`config.mk`:
```
export PLATFORM = sky130hd
export DESIGN_NAME = home_zone_controller
export DESIGN_NICKNAME = d
export VERILOG_FILES = /design/src/rtl/home_zone_controller.sv
export SDC_FILE = /design/constraint.sdc
export NUM_CORES = 1
export LEC_CHECK = 0
export ABC_AREA = 1
export CAP_MARGIN = 30
export CORE_ASPECT_RATIO = 0.6
export CORE_MARGIN = 4
export CORE_UTILIZATION = 57
export DETAILED_ROUTE_END_ITERATION = 8
export DONT_BUFFER_PORTS = 1
export PLACE_DENSITY = 0.78
export SYNTH_ARGS = -nofsm -noshare
export SYNTH_HDL_FRONTEND = slang
export SYNTH_SLANG_ARGS = --single-unit
```
`constraint.sdc`:
```
create_clock -name clk -period 3.8 [get_ports clk]
set_input_delay 0.19 -clock clk [delete_from_list [all_inputs] [get_ports clk]]
set_output_delay 0.19 -clock clk [all_outputs]
set_load 0.05 [all_outputs]
```
`src/rtl/home_zone_controller.sv`:
```
// home_zone_controller: scans NZONES rooms of sensor data, one zone per cycle,
// and drives per-zone fan and light relays. Each zone has run-time thresholds,
// temperature hysteresis and a light-hold timer counted in scans.
//
// Scan sequence: IDLE -> LATCH -> EVAL x NZONES -> COMMIT -> READY -> LATCH ...
// LATCH snapshots the sensor inputs and the threshold registers. EVAL works only
// from those snapshots, so input changes or configuration writes after LATCH
// reach the relays no earlier than the following scan. COMMIT moves all zone
// decisions to the relay outputs at once. scan_done is high during READY only.
module home_zone_controller #(
    parameter int              NZONES       = 4,
    parameter int              DW           = 8,
    parameter int              LW           = 10,
    parameter int              HOLD_W       = 8,
    parameter logic [HOLD_W-1:0] HOLD_SCANS = 8'd20,
    parameter logic [DW-1:0]   TEMP_HI_DEF  = 8'd28,
    parameter logic [DW-1:0]   TEMP_LO_DEF  = 8'd24,
    parameter logic [LW-1:0]   LIGHT_TH_DEF = 10'd500
) (
    input  logic                 clk,
    input  logic                 rst_n,
    input  logic [NZONES*DW-1:0] temp_in,
    input  logic [NZONES*LW-1:0] light_in,
    input  logic [NZONES-1:0]    motion_in,
    input  logic                 cfg_we,
    input  logic [3:0]           cfg_zone,
    input  logic [DW-1:0]        cfg_temp_hi,
    input  logic [DW-1:0]        cfg_temp_lo,
    input  logic [LW-1:0]        cfg_light_th,
    output logic [NZONES-1:0]    fan_ctrl,
    output logic [NZONES-1:0]    light_ctrl,
    output logic                 scan_done,
    output logic                 sys_ready
);

    localparam int IW = (NZONES > 1) ? $clog2(NZONES) : 1;

    localparam logic [2:0] S_IDLE   = 3'd0;
    localparam logic [2:0] S_LATCH  = 3'd1;
    localparam logic [2:0] S_EVAL   = 3'd2;
    localparam logic [2:0] S_COMMIT = 3'd3;
    localparam logic [2:0] S_READY  = 3'd4;

    logic [2:0]           state;
    logic [IW-1:0]        idx;

    // Live threshold registers (written by configuration)
    logic [DW-1:0]        hi_r [NZONES];
    logic [DW-1:0]        lo_r [NZONES];
    logic [LW-1:0]        th_r [NZONES];

    // Per-scan snapshots taken in LATCH
    logic [DW-1:0]        hi_l [NZONES];
    logic [DW-1:0]        lo_l [NZONES];
    logic [LW-1:0]        th_l [NZONES];
    logic [NZONES*DW-1:0] temp_l;
    logic [NZONES*LW-1:0] light_l;
    logic [NZONES-1:0]    motion_l;

    // Zone decisions accumulated during EVAL; fan_nxt also serves as hysteresis memory
    logic [NZONES-1:0]    fan_nxt;
    logic [NZONES-1:0]    light_nxt;
    logic [HOLD_W-1:0]    hold_cnt [NZONES];

    logic [DW-1:0]        cur_t;
    logic [LW-1:0]        cur_l;
    logic                 cur_m;
    logic                 fan_d;
    logic                 light_d;
    logic [HOLD_W-1:0]    hold_d;
    logic                 cfg_hit;

    assign cfg_hit = cfg_we && ({1'b0, cfg_zone} < 5'(NZONES));

    // Configuration writes land in the live registers one edge after cfg_we
    always_ff @(posedge clk) begin
        if (!rst_n) begin
            for (int z = 0; z < NZONES; z++) begin
                hi_r[z] <= TEMP_HI_DEF;
                lo_r[z] <= TEMP_LO_DEF;
                th_r[z] <= LIGHT_TH_DEF;
            end
        end else if (cfg_hit) begin
            hi_r[cfg_zone[IW-1:0]] <= cfg_temp_hi;
            lo_r[cfg_zone[IW-1:0]] <= cfg_temp_lo;
            th_r[cfg_zone[IW-1:0]] <= cfg_light_th;
        end
    end

    // Evaluate the zone selected by idx from the latched snapshot
    always_comb begin
        cur_t   = temp_l[idx*DW +: DW];
        cur_l   = light_l[idx*LW +: LW];
        cur_m   = motion_l[idx];
        fan_d   = fan_nxt[idx];
        if (hi_l[idx] <= lo_l[idx]) begin
            fan_d = 1'b0;
        end else if (cur_t > hi_l[idx]) begin
            fan_d = 1'b1;
        end else if (cur_t < lo_l[idx]) begin
            fan_d = 1'b0;
        end
        light_d = 1'b0;
        hold_d  = hold_cnt[idx];
        if (cur_m && (cur_l < th_l[idx])) begin
            light_d = 1'b1;
            hold_d  = HOLD_SCANS;
        end else if (hold_cnt[idx] != '0) begin
            light_d = 1'b1;
            hold_d  = hold_cnt[idx] - HOLD_W'(1);
        end
    end

    // Scan FSM with snapshot, per-zone update and output commit
    always_ff @(posedge clk) begin
        if (!rst_n) begin
            state      <= S_IDLE;
            idx        <= '0;
            temp_l     <= '0;
            light_l    <= '0;
            motion_l   <= '0;
            fan_nxt    <= '0;
            light_nxt  <= '0;
            fan_ctrl   <= '0;
            light_ctrl <= '0;
            scan_done  <= 1'b0;
            sys_ready  <= 1'b0;
            for (int z = 0; z < NZONES; z++) begin
                hold_cnt[z] <= '0;
                hi_l[z]     <= TEMP_HI_DEF;
                lo_l[z]     <= TEMP_LO_DEF;
                th_l[z]     <= LIGHT_TH_DEF;
            end
        end else begin
            scan_done <= 1'b0;
            case (state)
                S_IDLE: begin
                    state <= S_LATCH;
                end
                S_LATCH: begin
                    temp_l   <= temp_in;
                    light_l  <= light_in;
                    motion_l <= motion_in;
                    for (int z = 0; z < NZONES; z++) begin
                        hi_l[z] <= hi_r[z];
                        lo_l[z] <= lo_r[z];
                        th_l[z] <= th_r[z];
                    end
                    idx   <= '0;
                    state <= S_EVAL;
                end
                S_EVAL: begin
                    fan_nxt[idx]   <= fan_d;
                    light_nxt[idx] <= light_d;
                    hold_cnt[idx]  <= hold_d;
                    if (idx == IW'(NZONES - 1)) begin
                        state <= S_COMMIT;
                    end else begin
                        idx <= idx + IW'(1);
                    end
                end
                S_COMMIT: begin
                    fan_ctrl   <= fan_nxt;
                    light_ctrl <= light_nxt;
                    scan_done  <= 1'b1;
                    sys_ready  <= 1'b1;
                    state      <= S_READY;
                end
                S_READY: begin
                    state <= S_LATCH;
                end
                default: begin
                    state <= S_IDLE;
                end
            endcase
        end
    end

endmodule

```
==> impl_metrics.ini, run 1 <==
[setup_path]
cp_num_buf_inv = 7
crit_path_end_kind = flop
path_cells = dlygate4sd3_1 -> inv_2 -> nor2_2 -> buf_4 -> inv_2 -> nor2_1 -> inv_1 -> nor2_1 -> inv_2 -> nand2_1 -> buf_12
worst_path_most_repeated_cell = inv_2
r2r_slack_ns = 0.60
crit_type = in2reg
required_ns = 4.06
cpLargestDelayFamily = buffers and inverters
cp.arrival_ns = 3.70
start_kind = primary input
cp_max_fo = 20
critPathMaxStageDelay_ns = 1.12
cp_slowest_cell = dlygate4sd3_1

[cts]
cts_root_buf = clkbuf_16
cts_buffer_depth = 3
clk_latency_ns = 0.57
h-tree-depth = 1
cts_tree = yes
numCtsBuffers = 30
clkSlewWorstSetupHoldPaths_ns = 0.07
clkSinkCount = 341
cts_resized = 0

[global_route]
grt.busiest_layer = met1
grt_overflow = 0
antenna_found_initial = 0
grt.met3_usage = 0.06670
grt_usage = 0.2589
grt_pass1_vias = 10145
grt_max_degree = 80
grtUsageMet2 = 0.3806
grt_pass1_wl_um = 57000
met1_usage = 0.3920

[yosys]
synth_flop_cell = edfxtp_1
synth_edf_count = 240
ys_ff_latch = 341
syn_area_per_cell_um2 = 10.56
synth_fa_ha_area_frac = 0.03286
synth_cells = 1370
yosys_warnings = 0
synth_xor_area_frac = 0.003632
syn_area_um2 = 14470
seq_area_frac_synth = 0.6378
synthArstFlopShare = 0
muxShareOfSynthArea = 0
synth_compound_area_frac = 0.1244
synth.net_count = 1517
synth_top_family_by_area = simple AND/OR/NAND/NOR gates
synthSimpleGateAreaFrac = 0.1428
ys_types = 43

[flow_run]
maxCapViolCount = 0

[place]
gp_congestion = 0.9233
dpl.hpwl_um = 22590
placedInstanceArea_um2 = 14840
port_buffers = 0

[sta]
slew_headroom = 0.3706
worst_slew_pin_slew_ns = 0.9441
report.final.setup_viol = 0
timing.fmax_mhz = 291.2
finalCritPeriodShare = 0.9036
post-route-min-period_ns = 3.434
finalHoldViolations = 0
slew_viol_final = 0
skew_ns = 0.01146
rsz0062_at_grt = no
tns_ns = 0

[floorplanning]
die_y_um = 131.4
core_area_um2 = 24550
die_w_um = 213.7
initial_core_util = 0.5893
std_cell_rows = 44
die_area_um2 = 28080
pin_count = 119

[routing]
drt_iter0_markers = 1478
first_pass_iters = 6
vias = 10456
drc_errors = 0
ant_nets = 0
totalWireLength_um = 36980
wl_per_cell_um = 20.41
viasPerCell = 5.770

[cells_and_area]
final_common_cell = edfxtp_1
final_cell_mix = edfxtp_1, nor2_1, nand2_1
diodes = 0
area_growth_pct = 16.62
drive_above_1_share = 0.09799
stdcell_area_um2 = 16870
fin_nets = 1613
utilization = 0.6872

[outcome]
status = completed

[pwr]
ir_worst_vdd_uv = 464.8
p_leak_nw = 6.782
powerDensity_nw_per_um2 = 542.1
finalPower_mw = 9.147

[hold_path]
hold_class = in2reg
[repair_timing]
action,in CTS,in global routing
setup buffers,0,0
hold endpoints to repair,216,0
hold buffers,108,0
[registers in the layout (all words and copies together), names as in the netlist, 4 cells and up, named ones only]
name        flops
temp_l         32
hi_l           32
light_ctrl      4
fan_ctrl        4
light_l        40
hold_cnt       32
hi_r           32
light_nxt       4
lo_l           32
motion_l        4
th_r           40
fan_nxt         4
th_l           40
lo_r           32
[logic make-up after synthesis]
| family | Yosys count |
|---|---|
| flops | 341 |
| fa+ha+maj | 38 |
| compound gates | 264 |
| simple gates | 502 |
| xor+xnor | 6 |
| buf+inv | 219 |
[worst register-to-register path, delay by kind of cell, from the launching register on]
family | cells | cell delay (ns)
AOI/OAI and AO/OA | 5 | 1.17
adders and majority gates | 1 | 0.30
buffers and inverters | 2 | 0.62
DFF | 1 | 0.58
and+or+nand+nor | 1 | 0.40
[synth_stat cells, types with 2 or more instances]
| library cell | instances | area share |
|---|---|---|
| xnor2_1 | 2 | 0.0012 |
| inv_2 | 10 | 0.0026 |
| o21ai_1 | 12 | 0.0042 |
| edfxtp_1 | 240 | 0.50 |
| a31oi_1 | 2 | 0.00086 |
| nand2_1 | 196 | 0.051 |
| nand3_1 | 17 | 0.0059 |
| clkinv_1 | 2 | 0.00052 |
| a211oi_1 | 2 | 0.0010 |
| xor2_1 | 4 | 0.0024 |
| a21oi_1 | 54 | 0.019 |
| ha_1 | 38 | 0.033 |
| dfxtp_1 | 101 | 0.14 |
| nand4_1 | 3 | 0.0013 |
| buf_1 | 14 | 0.0036 |
| buf_2 | 17 | 0.0059 |
| a32oi_1 | 8 | 0.0048 |
| a32o_1 | 16 | 0.011 |
| inv_1 | 136 | 0.035 |
| or2_2 | 44 | 0.019 |
| o21ai_0 | 63 | 0.022 |
| clkbuf_1 | 39 | 0.010 |
| o211ai_1 | 2 | 0.0010 |
| o22ai_1 | 18 | 0.0078 |
| o22a_1 | 5 | 0.0030 |
| nor2_2 | 2 | 0.00086 |
| nor2_1 | 234 | 0.061 |
| nand3_2 | 2 | 0.0014 |
| a22o_1 | 73 | 0.044 |
[per-stage QoR]
step / cells / worst slack, ns / hold WS [ns]
after CTS: 1812 / 0.4294 / 0.003183
after detailed placement: 1648 / 0.6752 / 0.3125
final: 1812 / 0.3663 / 0.02547
after global placement: 1648 / 0.7192 / 0.3100
after global routing: 1812 / 0.1175 / 0.02903
after floorplan: 1370 / 0.9773 / 0.3027
[power breakdown]
group	internal, mW	leakage (nW)	switching [mW]
sequential	4.27	3.15	0.140
clock	1.62	0.455	1.38
combinational	0.617	3.18	1.12
total	6.51	6.78	2.64
[final timing paths]
path	from	to	cells after the start
setup / recovery	rst_n	lo_r[0][4]	11
hold / removal	cfg_zone[1]	hi_r[0][2]	3
setup reg to reg	flop	hold_cnt[0][2]	9
hold reg to reg	temp_l[21]	temp_l[21]	1
[routing by layer]
| metal | part of all wire | up-vias |
|---|---|---|
| li1 | - | 4860 |
| met1 | 0.44 | 4957 |
| met3 | 0.12 | 61 |
| met4 | 0.020 | 0 |
| met2 | 0.43 | 578 |
| met5 | 0 | - |
[cell type report]
class,instances,area (µm²)
clock buffer,32,779.5
clock inverter,24,173.9
fill,1722,7680
inverter,148,556.8
multi-input combinational,810,4422
sequential,341,9230
tap,322,402.9
timing repair buffer,135,1309
(Power assumes the default switching activity.)
==> run 2, diff against run 1 <==
- CORE_UTILIZATION: 57 -> 40
- PLACE_DENSITY: 0.78 -> 0.59
==> impl_metrics.ini, run 2 (synthesized netlist as in run 1, its figures left out) <==
[global_route]
grt_pass1_wl_um = 56910
grt_overflow = 0
antenna_found_initial = 2
grt_max_degree = 108
grt_usage = 0.1844
grt_pass1_vias = 9828

[flow_run]
maxCapViolCount = 0

[floorplanning]
die_y_um = 155.3
die_w_um = 253.5
die_area_um2 = 39380
std_cell_rows = 53
pin_count = 119
initial_core_util = 0.4094
core_area_um2 = 35350

[cells_and_area]
fin_nets = 1619
final_common_cell = edfxtp_1
final_cell_mix = edfxtp_1, nor2_1, nand2_1
drive_above_1_share = 0.1023
area_growth_pct = 18.64
utilization = 0.4856
stdcell_area_um2 = 17170
largestRegisters = light_l x40, th_l x40, th_r x40
diodes = 0

[pwr]
power_frac_seq = 0.474
ir_worst_vdd_uv = 369.8
comb_power_share = 0.185
powerDensity_nw_per_um2 = 541.8
power_frac_clock = 0.342
p_sw_frac = 0.2837
power.internal_mw = 6.661
p_leak_nw = 6.856
p_sw_mw = 2.639

[cts]
cts_resized = 0
cts_tree = yes
cts_buffer_depth = 3
numCtsBuffers = 31
clkSinkCount = 341
clk_latency_ns = 0.58
cts_root_buf = clkbuf_16
post-cts-setup-buffers = 0
clkSlewWorstSetupHoldPaths_ns = 0.07
h-tree-depth = 1

[setup_path]
r2r_slack_ns = 0.35
cp.arrival_ns = 3.86
rr_worst_depth = 10
r2r_end = hold_cnt[1][2]
crit_type = reg2reg
required_ns = 4.22
crit_path_end_kind = flop
start_kind = flop
cp_max_fo = 38

[sta]
slew_headroom = 0.4098
finalHoldViolations = 0
slew_viol_final = 0
worst_slew_pin_slew_ns = 0.8823
skew_ns = 0.01860
report.final.setup_viol = 0
tns_ns = 0
rsz0062_at_grt = no
setup_ws_ns = 0.3526
timing.fmax_mhz = 290.1
post-route-min-period_ns = 3.447
finalCritPeriodShare = 0.9072

[hold_path]
holdPathEnd = lo_r[2][3]
hold_class = in2reg
worstHoldStart = rst_n
holdPathStages = 2

[routing]
drt_iter0_markers = 965
first_pass_iters = 5
drc_errors = 0
viasPerCell = 5.137
totalWireLength_um = 36800
vias = 10083
wl_per_cell_um = 18.75
ant_nets = 0

[place]
placedInstanceArea_um2 = 15080
gp_congestion = 0.8505
port_buffers = 0
dpl.hpwl_um = 23590
pre_cts_ws_ns = 0.4177

[outcome]
status = completed
==> run 2: final cells by class <==
class                      instances  area [µm²]
clock buffer                      38       833.3
clock inverter                    19       182.7
fill                            3234       18180
inverter                         148       556.8
multi-input combinational        810        4422
sequential                       341        9230
tap                              467       584.3
timing repair buffer             140        1356
==> run 2: power groups by stage <==
stage               combinational (mW)  clock [mW]  sequential, mW
floorplan                         1.14           0            4.44
global placement                  1.57           0            4.48
detailed placement                1.60           0            4.48
CTS                               1.71        3.24            4.40
global route                      1.92        3.40            4.43
finish                            1.72        3.18            4.40
==> run 2: critical path, stage by stage, from the launching register on <==
cell and delay [ns]:
dfxtp_1 0.61, inv_1 0.40, buf_12 0.30, a21oi_1 0.13, a32o_1 0.26, ha_1 0.29
a21oi_1 0.13, o21ai_0 0.11, a21oi_1 0.31, nand4_1 0.45, a21oi_1 0.27
==> run 2: what timing repair did <==
item / in CTS / in global routing
hold endpoints to repair: 216 / 0
hold buffers: 107 / 0
endpoints found under the setup margin: 0 / 0
==> run 2: worst max path at each step <==
stage | endpoint | start | cells past startpoint | slack (ns)
after floorplan | light_l[10] | state[0] | 8 | 0.98
final | hold_cnt[1][2] | flop | 10 | 0.35
after global placement | hold_cnt[1][4] | flop | 9 | 0.45
after detailed placement | hold_cnt[2][4] | flop | 9 | 0.42
after global routing | hold_cnt[2][4] | flop | 10 | 0.11
after CTS | hold_cnt[2][4] | flop | 9 | 0.39
==> run 2: per-stage QoR <==
step	total power [mW]	hold WS, ns	instances
2_1_floorplan	5.589	0.3027	1370
3_3_place_gp	6.058	0.3171	1799
3_5_place_dp	6.083	0.3271	1799
4_1_cts	9.349	0.02269	1963
5_1_grt	9.742	0.03393	1963
6_report	9.300	0.04989	1963
==> run 2: layer usage <==
| layer | vias up | part of all wire | global-route usage |
|---|---|---|---|
| met5 | - | 0.00035 | 0 |
| met4 | 2 | 0.024 | 0.04487 |
| met3 | 61 | 0.067 | 0.03626 |
| met2 | 325 | 0.41 | 0.2633 |
| met1 | 4818 | 0.50 | 0.2874 |
| li1 | 4877 | - | - |
==> run 3, diff against run 2 <==
- REMOVE_ABC_BUFFERS: default -> 1
- SLEW_MARGIN: default -> 20
==> impl_metrics.ini, run 3 (synthesized netlist as in run 1, its figures left out) <==
[cells_and_area]
final_common_cell = edfxtp_1
stdcell_area_um2 = 17130
fin_nets = 1622
drive_above_1_share = 0.09740
utilization = 0.4848
num-fill-cells = 3240
area_growth_pct = 18.42
final_cell_mix = edfxtp_1, nor2_1, nand2_1
diodes = 0
largestRegisters = light_l x40, th_l x40, th_r x40

[global_route]
antenna_found_initial = 1
grt_max_degree = 77
grt_pass1_wl_um = 56810
grt_pass1_vias = 9877
grt_overflow = 0
grt_usage = 0.1841

[setup_path]
start_kind = flop
cp_num_buf_inv = 2
crit_path_end_kind = flop
path_cells = inv_1 -> buf_8 -> a32o_1 -> ha_1 -> a21oi_1 -> o21ai_0 -> a21oi_1 -> nand4_1 -> a21oi_1
cp_slowest_cell = dfxtp_1
required_ns = 4.16
cpLargestDelayFamily = compound AO/OA/AOI/OAI gates
cp.arrival_ns = 3.59
critPathMaxStageDelay_ns = 0.58
cp_max_fo = 17
worst_path_most_repeated_cell = a21oi_1
crit_type = reg2reg

[floorplanning]
die_w_um = 253.5
die_y_um = 155.3
core_area_um2 = 35350
initial_core_util = 0.4094
std_cell_rows = 53
pin_count = 119
die_area_um2 = 39380

[place]
gp_congestion = 0.8478
dpl.hpwl_um = 23390
placedInstanceArea_um2 = 15050
port_buffers = 0

[routing]
vias = 10026
wl_per_cell_um = 18.59
drc_errors = 0
viasPerCell = 5.100
drt_iter0_markers = 996
totalWireLength_um = 36540
ant_nets = 0
first_pass_iters = 5

[outcome]
status = completed

[cts]
h-tree-depth = 2
cts_tree = yes
post-cts-setup-buffers = 0
clkSinkCount = 341
cts_buffer_depth = 3
numCtsBuffers = 34
clkSlewWorstSetupHoldPaths_ns = 0.06
cts_root_buf = clkbuf_16
clk_latency_ns = 0.52

[pwr]
ir_worst_vdd_uv = 396.3
finalPower_mw = 9.249
p_leak_nw = 6.833
powerDensity_nw_per_um2 = 539.8

[sta]
timing.fmax_mhz = 310.1
worst_slew_pin_slew_ns = 0.8924
slew_headroom = 0.4051
slew_viol_final = 0
rsz0062_at_grt = no
finalCritPeriodShare = 0.8485
finalHoldViolations = 0
skew_ns = 0.01120
report.final.setup_viol = 0
post-route-min-period_ns = 3.224

[flow_run]
maxCapViolCount = 0

[hold_path]
hold_class = in2reg
-- run 3: power breakdown --
part / internal, mW / total (mW) / switching (mW)
Clock: 1.75 / 3.15 / 1.40
Combinational: 0.617 / 1.70 / 1.08
Sequential: 4.27 / 4.40 / 0.132
-- run 3: metrics by stage --
stage / setup TNS (ns) / worst slack, ns / std cells / hold slack [ns]
finish: 0 / 0.5756 / 1966 / 0.02522
global route: 0 / 0.3220 / 1966 / 0.02116
CTS: 0 / 0.4901 / 1965 / 0.005692
detailed placement: 0 / 0.4992 / 1799 / 0.3130
global placement: 0 / 0.5779 / 1799 / 0.3125
floorplan: -293.04 / -2.013 / 1299 / 0.3027
-- run 3: routing by layer --
metal	GRT usage	share of wire	vias up
li1	-	-	4885
met2	0.2594	0.41	308
met3	0.04745	0.081	54
met1	0.2856	0.49	4777
met4	0.03726	0.014	2
met5	0	0.00036	-
-- run 3: worst reg2reg max path: stages (launching register included) --
cell,delay (ns)
dfxtp_1,0.58
inv_1,0.38
buf_8,0.27
a32o_1,0.27
ha_1,0.29
a21oi_1,0.14
o21ai_0,0.15
a21oi_1,0.33
nand4_1,0.39
a21oi_1,0.27
-- run 3: what timing repair did --
| action | 4_1_cts | 5_1_grt |
|---|---|---|
| hold endpoints to repair | 194 | 0 |
| hold buffers | 106 | 0 |
| gates resized for setup | 0 | 0 |
-- run 3: layout make-up --
cell class / count / area, µm² / area share
Inverter: 148 / 556.8 / 0.03250
Tap cell: 467 / 584.3 / 0.03410
Clock inverter: 7 / 40.04 / 0.002337
Timing Repair Buffer: 140 / 1336 / 0.07799
Multi-Input combinational cell: 810 / 4422 / 0.2581
Sequential cell: 341 / 9230 / 0.5387
Clock buffer: 53 / 964.7 / 0.05630
-- run 3: path summary, 6_finish.rpt --
check        cells after the start  slack [ns]   startpoint             end
max                              9        0.58         flop  hold_cnt[2][2]
min                              3        0.03  cfg_zone[0]      th_r[1][7]
max reg2reg                      9        0.58         flop  hold_cnt[2][2]
min reg2reg                      1        0.47   temp_l[17]      temp_l[17]
